### config.mk
export PLATFORM = sky130hd
export DESIGN_NAME = csr_ctrl_flat
export DESIGN_NICKNAME = d
export VERILOG_FILES = /design/src/rtl/csr_ctrl_if.sv /design/src/rtl/csr_ctrl.sv /design/src/flat_wrapper.sv
export SDC_FILE = /design/constraint.sdc
export NUM_CORES = 1
export LEC_CHECK = 0
export CAP_MARGIN = 30
export CELL_PAD_IN_SITES_DETAIL_PLACEMENT = 0
export CELL_PAD_IN_SITES_GLOBAL_PLACEMENT = 1
export CORE_ASPECT_RATIO = 0.7
export CORE_MARGIN = 10
export CORE_UTILIZATION = 36
export DETAILED_ROUTE_END_ITERATION = 8
export PLACE_DENSITY = 0.82
export SLEW_MARGIN = 20
export SYNTH_ARGS = -nofsm -noshare
export SYNTH_HDL_FRONTEND = slang
export SYNTH_SLANG_ARGS = --single-unit
export TNS_END_PERCENT = 100
### constraint.sdc
create_clock -name clk -period 8.92 [get_ports clk]
set_input_delay 0.892 -clock clk [delete_from_list [all_inputs] [get_ports clk]]
set_output_delay 0.892 -clock clk [all_outputs]
set_load 0.02 [all_outputs]
### src/rtl/csr_ctrl_if.sv
// Bundle of the request, response and CSR-file access signals around csr_ctrl.
// slave is the csr_ctrl view; master is the decode/write-back/CSR-file side.
interface csr_ctrl_if #(
  parameter int unsigned DATA_WIDTH = 32,
  parameter int unsigned ADDR_WIDTH = 12
);
  logic                  in_valid;
  logic                  in_ready;
  logic [2:0]            in_funct3;
  logic                  in_is_ecall;
  logic                  in_is_mret;
  logic [ADDR_WIDTH-1:0] in_addr;
  logic [DATA_WIDTH-1:0] in_rs1;
  logic [4:0]            in_rs1_idx;
  logic [DATA_WIDTH-1:0] in_pc;

  logic [ADDR_WIDTH-1:0] csr_addr;
  logic [DATA_WIDTH-1:0] csr_wdata;
  logic                  csr_wen;
  logic                  csr_is_ecall;
  logic                  csr_is_mret;
  logic [DATA_WIDTH-1:0] csr_pc;
  logic [DATA_WIDTH-1:0] csr_rdata;

  logic                  out_valid;
  logic                  out_ready;
  logic [DATA_WIDTH-1:0] out_rdata;
  logic                  out_redirect;
  logic [DATA_WIDTH-1:0] out_npc;
  logic                  out_illegal;

  modport master (
    output in_valid, in_funct3, in_is_ecall, in_is_mret, in_addr, in_rs1,
           in_rs1_idx, in_pc, csr_rdata, out_ready,
    input  in_ready, csr_addr, csr_wdata, csr_wen, csr_is_ecall, csr_is_mret,
           csr_pc, out_valid, out_rdata, out_redirect, out_npc, out_illegal
  );

  modport slave (
    input  in_valid, in_funct3, in_is_ecall, in_is_mret, in_addr, in_rs1,
           in_rs1_idx, in_pc, csr_rdata, out_ready,
    output in_ready, csr_addr, csr_wdata, csr_wen, csr_is_ecall, csr_is_mret,
           csr_pc, out_valid, out_rdata, out_redirect, out_npc, out_illegal
  );
endinterface

### src/rtl/csr_ctrl.sv
// CSR access sequencer: IDLE -> READ -> WRITE -> RESP read-modify-write of the CSR file.
// Define CSR_CTRL_ZICSR_IMM_EN to support the immediate forms (CSRRWI/CSRRSI/CSRRCI).
module csr_ctrl #(
  parameter int unsigned DATA_WIDTH = 32,
  parameter int unsigned ADDR_WIDTH = 12
) (
  input  logic         clk,
  input  logic         rst,
  csr_ctrl_if.slave    bus
);

`ifdef CSR_CTRL_ZICSR_IMM_EN
  localparam logic IMM_EN = 1'b1;
`else
  localparam logic IMM_EN = 1'b0;
`endif

  typedef enum logic [1:0] {IDLE, READ, WRITE, RESP} state_t;

  state_t state_q, state_d;

  logic [2:0]            f3_q;
  logic                  ecall_q, mret_q;
  logic [ADDR_WIDTH-1:0] addr_q;
  logic [DATA_WIDTH-1:0] rs1_q;
  logic [4:0]            idx_q;
  logic [DATA_WIDTH-1:0] old_q, old_d;

  logic [ADDR_WIDTH-1:0] csr_addr_q, csr_addr_d;
  logic [DATA_WIDTH-1:0] csr_wdata_q, csr_wdata_d;
  logic                  csr_wen_q, csr_wen_d;
  logic                  csr_ecall_q, csr_ecall_d;
  logic                  csr_mret_q, csr_mret_d;
  logic [DATA_WIDTH-1:0] csr_pc_q, csr_pc_d;
  logic                  out_valid_q, out_valid_d;
  logic [DATA_WIDTH-1:0] out_rdata_q, out_rdata_d;
  logic                  out_redirect_q, out_redirect_d;
  logic [DATA_WIDTH-1:0] out_npc_q, out_npc_d;
  logic                  out_illegal_q, out_illegal_d;

  logic                  accept;
  logic                  in_legal;
  logic [DATA_WIDTH-1:0] src;
  logic [DATA_WIDTH-1:0] new_val;

  assign accept   = (state_q == IDLE) && bus.in_valid;
  assign in_legal = (bus.in_funct3[1:0] != 2'b00) && (!bus.in_funct3[2] || IMM_EN);

  // Modify step uses the live read port during READ so the new value is registered
  // straight into csr_wdata for the WRITE cycle.
  always_comb begin
    src = (f3_q[2] && IMM_EN) ? DATA_WIDTH'(idx_q) : rs1_q;
    unique case (f3_q[1:0])
      2'b10:   new_val = bus.csr_rdata | src;
      2'b11:   new_val = bus.csr_rdata & ~src;
      default: new_val = src;
    endcase
  end

  // All outputs are registered from the next-state decode so pulses are glitch-free.
  always_comb begin
    state_d        = state_q;
    old_d          = old_q;
    csr_addr_d     = '0;
    csr_wdata_d    = '0;
    csr_wen_d      = 1'b0;
    csr_ecall_d    = 1'b0;
    csr_mret_d     = 1'b0;
    csr_pc_d       = '0;
    out_valid_d    = out_valid_q;
    out_rdata_d    = out_rdata_q;
    out_redirect_d = out_redirect_q;
    out_npc_d      = out_npc_q;
    out_illegal_d  = out_illegal_q;

    unique case (state_q)
      IDLE: begin
        if (bus.in_valid) begin
          if (bus.in_is_ecall) begin
            state_d     = READ;
            csr_addr_d  = bus.in_addr;
            csr_ecall_d = 1'b1;
            csr_pc_d    = bus.in_pc;
          end else if (bus.in_is_mret) begin
            state_d    = READ;
            csr_addr_d = bus.in_addr;
            csr_mret_d = 1'b1;
          end else if (!in_legal) begin
            state_d        = RESP;
            out_valid_d    = 1'b1;
            out_rdata_d    = '0;
            out_redirect_d = 1'b0;
            out_npc_d      = '0;
            out_illegal_d  = 1'b1;
          end else begin
            state_d    = READ;
            csr_addr_d = bus.in_addr;
          end
        end
      end
      READ: begin
        if (ecall_q || mret_q) begin
          state_d        = RESP;
          out_valid_d    = 1'b1;
          out_rdata_d    = '0;
          out_redirect_d = 1'b1;
          out_npc_d      = bus.csr_rdata;
          out_illegal_d  = 1'b0;
        end else begin
          state_d     = WRITE;
          old_d       = bus.csr_rdata;
          csr_addr_d  = addr_q;
          csr_wdata_d = new_val;
          csr_wen_d   = !(f3_q[1] && (idx_q == '0));
        end
      end
      WRITE: begin
        state_d        = RESP;
        out_valid_d    = 1'b1;
        out_rdata_d    = old_q;
        out_redirect_d = 1'b0;
        out_npc_d      = '0;
        out_illegal_d  = 1'b0;
      end
      RESP: begin
        if (bus.out_ready) begin
          state_d     = IDLE;
          out_valid_d = 1'b0;
        end
      end
      default: state_d = IDLE;
    endcase
  end

  always_ff @(posedge clk or posedge rst) begin
    if (rst) begin
      state_q        <= IDLE;
      f3_q           <= '0;
      ecall_q        <= 1'b0;
      mret_q         <= 1'b0;
      addr_q         <= '0;
      rs1_q          <= '0;
      idx_q          <= '0;
      old_q          <= '0;
      csr_addr_q     <= '0;
      csr_wdata_q    <= '0;
      csr_wen_q      <= 1'b0;
      csr_ecall_q    <= 1'b0;
      csr_mret_q     <= 1'b0;
      csr_pc_q       <= '0;
      out_valid_q    <= 1'b0;
      out_rdata_q    <= '0;
      out_redirect_q <= 1'b0;
      out_npc_q      <= '0;
      out_illegal_q  <= 1'b0;
    end else begin
      state_q        <= state_d;
      old_q          <= old_d;
      csr_addr_q     <= csr_addr_d;
      csr_wdata_q    <= csr_wdata_d;
      csr_wen_q      <= csr_wen_d;
      csr_ecall_q    <= csr_ecall_d;
      csr_mret_q     <= csr_mret_d;
      csr_pc_q       <= csr_pc_d;
      out_valid_q    <= out_valid_d;
      out_rdata_q    <= out_rdata_d;
      out_redirect_q <= out_redirect_d;
      out_npc_q      <= out_npc_d;
      out_illegal_q  <= out_illegal_d;
      if (accept) begin
        f3_q    <= bus.in_funct3;
        ecall_q <= bus.in_is_ecall;
        mret_q  <= bus.in_is_mret && !bus.in_is_ecall;
        addr_q  <= bus.in_addr;
        rs1_q   <= bus.in_rs1;
        idx_q   <= bus.in_rs1_idx;
      end
    end
  end

  assign bus.in_ready     = (state_q == IDLE);
  assign bus.csr_addr     = csr_addr_q;
  assign bus.csr_wdata    = csr_wdata_q;
  assign bus.csr_wen      = csr_wen_q;
  assign bus.csr_is_ecall = csr_ecall_q;
  assign bus.csr_is_mret  = csr_mret_q;
  assign bus.csr_pc       = csr_pc_q;
  assign bus.out_valid    = out_valid_q;
  assign bus.out_rdata    = out_rdata_q;
  assign bus.out_redirect = out_redirect_q;
  assign bus.out_npc      = out_npc_q;
  assign bus.out_illegal  = out_illegal_q;

endmodule

### src/flat_wrapper.sv
// flat-port wrapper written by rule: the top's interface ports become plain ports
module csr_ctrl_flat 
#(
  parameter int unsigned DATA_WIDTH = 32,
  parameter int unsigned ADDR_WIDTH = 12
)
  (clk, rst, bus_in_valid, bus_in_funct3, bus_in_is_ecall, bus_in_is_mret, bus_in_addr, bus_in_rs1, bus_in_rs1_idx, bus_in_pc, bus_csr_rdata, bus_out_ready, bus_in_ready, bus_csr_addr, bus_csr_wdata, bus_csr_wen, bus_csr_is_ecall, bus_csr_is_mret, bus_csr_pc, bus_out_valid, bus_out_rdata, bus_out_redirect, bus_out_npc, bus_out_illegal);
  csr_ctrl_if #(.DATA_WIDTH(DATA_WIDTH), .ADDR_WIDTH(ADDR_WIDTH)) bus_i ();
  input  logic clk;
  input  logic rst;
  input wire logic [$bits(bus_i.in_valid)-1:0] bus_in_valid;
  input wire logic [$bits(bus_i.in_funct3)-1:0] bus_in_funct3;
  input wire logic [$bits(bus_i.in_is_ecall)-1:0] bus_in_is_ecall;
  input wire logic [$bits(bus_i.in_is_mret)-1:0] bus_in_is_mret;
  input wire logic [$bits(bus_i.in_addr)-1:0] bus_in_addr;
  input wire logic [$bits(bus_i.in_rs1)-1:0] bus_in_rs1;
  input wire logic [$bits(bus_i.in_rs1_idx)-1:0] bus_in_rs1_idx;
  input wire logic [$bits(bus_i.in_pc)-1:0] bus_in_pc;
  input wire logic [$bits(bus_i.csr_rdata)-1:0] bus_csr_rdata;
  input wire logic [$bits(bus_i.out_ready)-1:0] bus_out_ready;
  output wire logic [$bits(bus_i.in_ready)-1:0] bus_in_ready;
  output wire logic [$bits(bus_i.csr_addr)-1:0] bus_csr_addr;
  output wire logic [$bits(bus_i.csr_wdata)-1:0] bus_csr_wdata;
  output wire logic [$bits(bus_i.csr_wen)-1:0] bus_csr_wen;
  output wire logic [$bits(bus_i.csr_is_ecall)-1:0] bus_csr_is_ecall;
  output wire logic [$bits(bus_i.csr_is_mret)-1:0] bus_csr_is_mret;
  output wire logic [$bits(bus_i.csr_pc)-1:0] bus_csr_pc;
  output wire logic [$bits(bus_i.out_valid)-1:0] bus_out_valid;
  output wire logic [$bits(bus_i.out_rdata)-1:0] bus_out_rdata;
  output wire logic [$bits(bus_i.out_redirect)-1:0] bus_out_redirect;
  output wire logic [$bits(bus_i.out_npc)-1:0] bus_out_npc;
  output wire logic [$bits(bus_i.out_illegal)-1:0] bus_out_illegal;
  assign bus_i.in_valid = bus_in_valid;
  assign bus_i.in_funct3 = bus_in_funct3;
  assign bus_i.in_is_ecall = bus_in_is_ecall;
  assign bus_i.in_is_mret = bus_in_is_mret;
  assign bus_i.in_addr = bus_in_addr;
  assign bus_i.in_rs1 = bus_in_rs1;
  assign bus_i.in_rs1_idx = bus_in_rs1_idx;
  assign bus_i.in_pc = bus_in_pc;
  assign bus_i.csr_rdata = bus_csr_rdata;
  assign bus_i.out_ready = bus_out_ready;
  assign bus_in_ready = bus_i.in_ready;
  assign bus_csr_addr = bus_i.csr_addr;
  assign bus_csr_wdata = bus_i.csr_wdata;
  assign bus_csr_wen = bus_i.csr_wen;
  assign bus_csr_is_ecall = bus_i.csr_is_ecall;
  assign bus_csr_is_mret = bus_i.csr_is_mret;
  assign bus_csr_pc = bus_i.csr_pc;
  assign bus_out_valid = bus_i.out_valid;
  assign bus_out_rdata = bus_i.out_rdata;
  assign bus_out_redirect = bus_i.out_redirect;
  assign bus_out_npc = bus_i.out_npc;
  assign bus_out_illegal = bus_i.out_illegal;
  csr_ctrl #(.DATA_WIDTH(DATA_WIDTH), .ADDR_WIDTH(ADDR_WIDTH)) u_core (.clk(clk), .rst(rst), .bus(bus_i));
endmodule
==> results of run 1 <==
==> where the power goes <==
group	total, W	internal, W	switching, W
Clock	0.00109	0.000672	0.000415
Combinational	0.00148	0.000605	0.000880
Sequential	0.00157	0.00139	0.000180
==> cells in the final DEF, fill, tap and decap left out, drive strengths merged, types with 2 or more instances in the layout <==
cell type and instances:
a21oi 34, ha 4, a21o 3, diode 2
buf 8, and2 34, clkdlybuf4s50 268, nor2 69
inv 6, a31oi 3, clkbuf 35, dfrtp 233
clkinvlp 2, a32o 12, a21boi 2, clkinv 4
bufinv 4, nand2 283, a22o 64, o21ai 2
==> per-layer routing <==
metal	up-vias	GRT usage [%]	wire [um]
li1	3187	-	-
met1	3215	22.26	11860
met2	202	25.74	11960
met3	27	6.569	2587
met4	0	3.892	393
met5	-	0	0
==> sequential cells by signal, indices dropped and copies added (netlist names), 2 cells and up <==
name                  flops
u_core.bus.csr_wdata     32
u_core.bus.csr_addr      12
u_core.rs1_q             32
u_core.addr_q            12
u_core.state_q            2
u_core.bus.out_npc       32
u_core.bus.out_rdata     32
u_core.f3_q               2
u_core.bus.csr_pc        32
u_core.old_q             32
u_core.idx_q              5
==> layout make-up <==
| cell class | count | area [sq um] |
|---|---|---|
| flip-flops and latches | 233 | 5831 |
| repair buffers | 276 | 2755 |
| well taps | 318 | 397.9 |
| inverters | 6 | 30.03 |
| diodes | 2 | 5.005 |
| multi-input cells | 525 | 2660 |
| clock buffers | 35 | 713.2 |
| clock inverters | 10 | 155.1 |
| fillers | 2131 | 11210 |
==> metrics by stage <==
step | utilization, % | std cells | setup slack (ps)
finish | 52.81 | 1405 | 5720
global route | 52.81 | 1405 | 5493
global placement | 49.05 | 1357 | 5249
CTS | 52.79 | 1403 | 5699
detailed placement | 49.13 | 1358 | 5185
floorplan | - | 815 | 1638
==> critical path, delay by kind of cell (launching register included) <==
| family | cells | cell delay [ps] |
|---|---|---|
| buffers and inverters | 2 | 490 |
| adder cells (fa/ha/maj) | 1 | 410 |
| flip-flops | 1 | 400 |
| AND/OR/NAND/NOR | 2 | 1260 |
| AO/OA/AOI/OAI | 2 | 510 |
==> worst min-delay path by stage <==
stage                       end  cells after the start  slack [ps]              from
2_1_floorplan  u_core.addr_q[0]                      2         450  u_core.addr_q[0]
3_3_place_gp   u_core.addr_q[9]                      2         460  u_core.addr_q[9]
3_5_place_dp   u_core.old_q[26]                      2         460  u_core.old_q[26]
4_1_cts         u_core.old_q[8]                      2         480   u_core.old_q[8]
5_1_grt        u_core.old_q[23]                      2         500  u_core.old_q[23]
6_report        u_core.old_q[8]                      2         470   u_core.old_q[8]
==> cell families after synthesis <==
group           share of synthesized area (%)
flops                                   66.64
buf+inv                                 3.189
simple gates                            18.25
compound gates                          11.35
fa+ha+maj                              0.5720
==> flow_summary.json, run 1 <==
{
  "synth_nets": 941,
  "rr_startpoint": "u_core.state_q[1]",
  "post_synth_num_cell_types": 36,
  "yosys.area.top_type": "dfrtp_1",
  "power_density_nw_per_um2": 330.3,
  "viasPerCell": 4.720,
  "clk_latency_ps": 510,
  "synth-edff-count": 0,
  "grt_max_degree": 107,
  "clockBufferDepth": 3,
  "hold_class": "flip-flop to flip-flop",
  "grt_antenna_before_repair": 2,
  "dr_total_vias": 6631,
  "cp.arrival_ps": 3600,
  "finalCritPeriodShare_pct": 35.87,
  "die_y_um": 150.4,
  "cts_buffers": 25,
  "grt_remaining_overflow": 0,
  "grt_pass1_wl_um": 41030,
  "dieArea_sq_um": 31040,
  "start_util_pct": 36.83,
  "worst_pin_slew_ps": 875.5,
  "syn-cell-area_sq_um": 8750,
  "grt_pass1_vias": 6835,
  "portBuffers": 268,
  "syn_to_final_growth_pct": 43.40,
  "synth-main-ff-cell": "dfrtp_1",
  "synth_top_area_share_pct": 66.64,
  "cts_num_sinks": 233,
  "initialDrtViolationCount": 394,
  "r2r-end": "u_core.bus.out_rdata[11]",
  "std_cell_rows": 47,
  "final_antenna_net_count": 0,
  "relSlewSlack_pct": 41.50,
  "r2r_cells": 7,
  "cts_hold_buf": 0,
  "seq_area_frac_synth_pct": 66.64,
  "cts_setup_buffers": 0,
  "ir_drop_uv": 198.6,
  "die_x_um": 206.3,
  "fp.coreArea_sq_um": 23760,
  "r2r_setup_slack_ps": 5720,
  "cts_root_buffer": "clkbuf_16",
  "cts_tree": "yes",
  "finalPower_w": 0.004145,
  "ys_top_cells_by_count": "nand2_1 (283), dfrtp_1 (233), nor2_1 (68)",
  "drive_above_1_share_pct": 5.622,
  "yosys_register_bits": 233,
  "syn_inst": 815,
  "cts-resized-gates": 0,
  "clock_skew_ps": 9.648,
  "cellLeakagePower_nw": 5.936,
  "placed_area_sq_um": 11670,
  "drv_slew": 0,
  "clkTransAtPathRegs_ps": 60,
  "fmax_mhz": 312.5,
  "period_minus_slack_ps": 3200,
  "cts.htree.levels": 1,
  "hold_slack_ps": 471.4,
  "setup_viol": 0,
  "wl_um": 26790,
  "async_reset_ff_share_pct": 100.0,
  "synth_area_per_cell_sq_um": 10.74,
  "start_kind": "flip-flop",
  "worstPathRequired_ps": 9320,
  "finalHoldViolations": 0,
  "status": "finished clean",
  "setup_tns_ps": 0,
  "critPathMaxStageDelay_ps": 730,
  "place_congestion": 0.7924,
  "rsz0062_at_grt": "no",
  "setup.worst_path.start": "u_core.state_q[1]",
  "dp_hpwl_um": 18630,
  "crit_fanout": 65,
  "crit_type": "flip-flop to flip-flop",
  "post_drt_wl_per_cell_um": 19.07,
  "grt_usage_pct": 16.89,
  "crit_slowest_cell": "and2_4",
  "ys.warnings.count": 0,
  "final_nets": 1193,
  "end_kind": "flip-flop",
  "drcViolationCount": 0,
  "postLayoutCellArea_sq_um": 12550,
  "maxCapViolations": 0,
  "yosysMostFrequentCell": "nand2_1",
  "cp_cell_sequence": "inv_1 -> ha_1 -> and2_4 -> a31oi_4 -> or2_2 -> buf_4 -> a22o_1",
  "first_pass_iters": 5,
  "crit_end": "u_core.bus.out_rdata[11]",
  "pin_count": 269,
  "ys_top_cells_by_area": "dfrtp_1 (67%), nand2_1 (12%), a22o_1 (6.4%)"
}
No activity file was read; power rests on OpenSTA's default activity.
==> inputs of run 2 (changes only) <==
Settings changed: CORE_UTILIZATION 36 to 32, PLACE_DENSITY 0.82 to 0.77.
Clock period 8.92 ns to 2.62 ns, I/O delays scaled along.
==> run 2 against run 1 <==
Compared with the run above: sequential power grew to 3.4 times the previous value; sequential share of layout area is 0.79 points lower; via count is 1.4% higher; register-to-register slack worse by 5500 ps; highest routed layer is now met5.
==> flow_summary.json, run 2 (same netlist as run 1, synthesis figures left out) <==
{
  "first_pass_iters": 4,
  "die_x_um": 217.6,
  "drv_slew": 0,
  "cts_num_sinks": 233,
  "finalNonFillerCells": 1463,
  "dp.cells": 1418,
  "die_y_um": 158.3,
  "wl_met2_um": 12460,
  "end_kind": "output port",
  "grt_pass1_wl_um": 43200,
  "drive_above_1_share_pct": 6.740,
  "grt_max_degree": 65,
  "cts_root_buffer": "clkbuf_16",
  "power_density_nw_per_um2": 1118,
  "dr_total_vias": 6726,
  "syn_to_final_growth_pct": 45.89,
  "clockBufferDepth": 3,
  "dieArea_sq_um": 34460,
  "switchingPower_w": 0.005151,
  "drcViolationCount": 0,
  "cts_setup_buffers": 0,
  "portBuffers": 268,
  "intPower_w": 0.009122,
  "hold_class": "primary input to async pin",
  "finalHoldViolations": 0,
  "routed.top_layer": "met5",
  "cellLeakagePower_nw": 6.025,
  "final_common_cell": "nand2_1",
  "cts_hold_buf": 0,
  "crit_type": "flip-flop to output port",
  "clock_skew_ps": 8.519,
  "crit_fanout": 11,
  "fmax_mhz": 409.2,
  "cts-resized-gates": 0,
  "worst_pin_slew_ps": 746.4,
  "grt_remaining_overflow": 0,
  "pwr-share-comb_pct": 37.1,
  "relSlewSlack_pct": 50.24,
  "final_nets": 1206,
  "status": "finished clean",
  "drt-met1-wl_um": 12900,
  "initialDrtViolationCount": 369,
  "ir_drop_uv": 689.7,
  "switching_share_pct": 36.09,
  "std_cell_rows": 50,
  "start_util_pct": 32.60,
  "setup_viol": 0,
  "cts.htree.levels": 1,
  "clk_latency_ps": 510,
  "worstPathRequired_ps": 2360,
  "post_drt_wl_per_cell_um": 19.04,
  "final_cell_mix": "nand2_1 (282), clkdlybuf4s50_1 (268), dfrtp_1 (233)",
  "start_kind": "flip-flop",
  "dp_hpwl_um": 19080,
  "grt_pass1_vias": 6967,
  "fin_util_pct": 47.56,
  "wl_met3_um": 2121,
  "maxCapViolations": 0,
  "viasPerCell": 4.597,
  "cp.arrival_ps": 2180,
  "place_congestion": 0.7947,
  "cts_buffers": 24,
  "clkTransAtPathRegs_ps": 60,
  "clockPowerShare_pct": 25.3,
  "fp.coreArea_sq_um": 26840,
  "pin_count": 269,
  "period_minus_slack_ps": 2444,
  "finalCritPeriodShare_pct": 93.27,
  "rsz0062_at_grt": "no",
  "p_seq_share_pct": 37.6,
  "cts_tree": "yes",
  "grt_antenna_before_repair": 2,
  "wl_um": 27860,
  "grt_usage_pct": 15.93,
  "final_antenna_net_count": 0
}
[run 2: changes by cell type in the layout (fill, tap and decap cells not counted)]
cell      delta
clkbuf_1     -1
and3_1       +1
clkinv_4     +1
buf_4        +7
clkinv_2     +2
and3_2       -1
diode_2      -1
inv_8        -1
clkbuf_8     -3
buf_12       +7
inv_6        +1
[run 2: path summary, 6_finish.rpt]
path	from	endpoint	slack, ps	cells past startpoint
max	u_core.state_q[0]	bus_in_ready	180	3
min	rst	u_core.bus.csr_pc[6]	210	2
min reg2reg	u_core.old_q[7]	u_core.old_q[7]	470	2
min in group clk	bus_in_rs1[14]	u_core.rs1_q[14]	280	3
max in group asynchronous	rst	u_core.rs1_q[6]	1640	3
max reg2reg	u_core.state_q[0]	u_core.bus.out_npc[1]	250	7
[run 2: worst max-delay path: stages, from the launching register on]
cell	delay (ps)
dfrtp_1	400
inv_1	140
ha_1	430
clkdlybuf4s50_1	700
[run 2: layout make-up]
cell class,instances,area [sq um]
Timing Repair Buffer,290,2948
Sequential cell,233,5831
Multi-Input combinational cell,525,2659
Tap cell,364,455.4
Inverter,6,26.28
Clock buffer,31,668.1
Clock inverter,13,175.2
Fill cell,2498,14070
Antenna cell,1,2.502
[run 2: routing by layer]
metal  up-vias  track usage (%)
li1       3210                -
met1      3305            21.75
met2       180            24.65
met3        29            5.043
met4         2            2.589
met5         -                0
[run 2: stage by stage]
step | area, sq um | power [W] | hold slack (ps) | worst slack (ps) | TNS [ps]
after floorplan | 8753 | 0.008580 | 344.6 | -691.9 | -161220
final | 12760 | 0.01427 | 213.6 | 176.4 | 0
after global placement | 11920 | 0.01068 | 457.0 | 421.2 | 0
after global routing | 12760 | 0.01520 | 234.5 | 84.50 | 0
after detailed placement | 11920 | 0.01077 | 462.9 | 338.4 | 0
after CTS | 12760 | 0.01448 | 223.9 | 154.6 | 0
[run 2: power groups by stage]
stage / logic (W) / clock network (W) / registers [W]
6_report: 0.00529 / 0.00362 / 0.00537
5_1_grt: 0.00582 / 0.00387 / 0.00551
4_1_cts: 0.00539 / 0.00373 / 0.00537
3_5_place_dp: 0.00536 / 0 / 0.00541
3_3_place_gp: 0.00529 / 0 / 0.00538
2_1_floorplan: 0.00267 / 0 / 0.00591
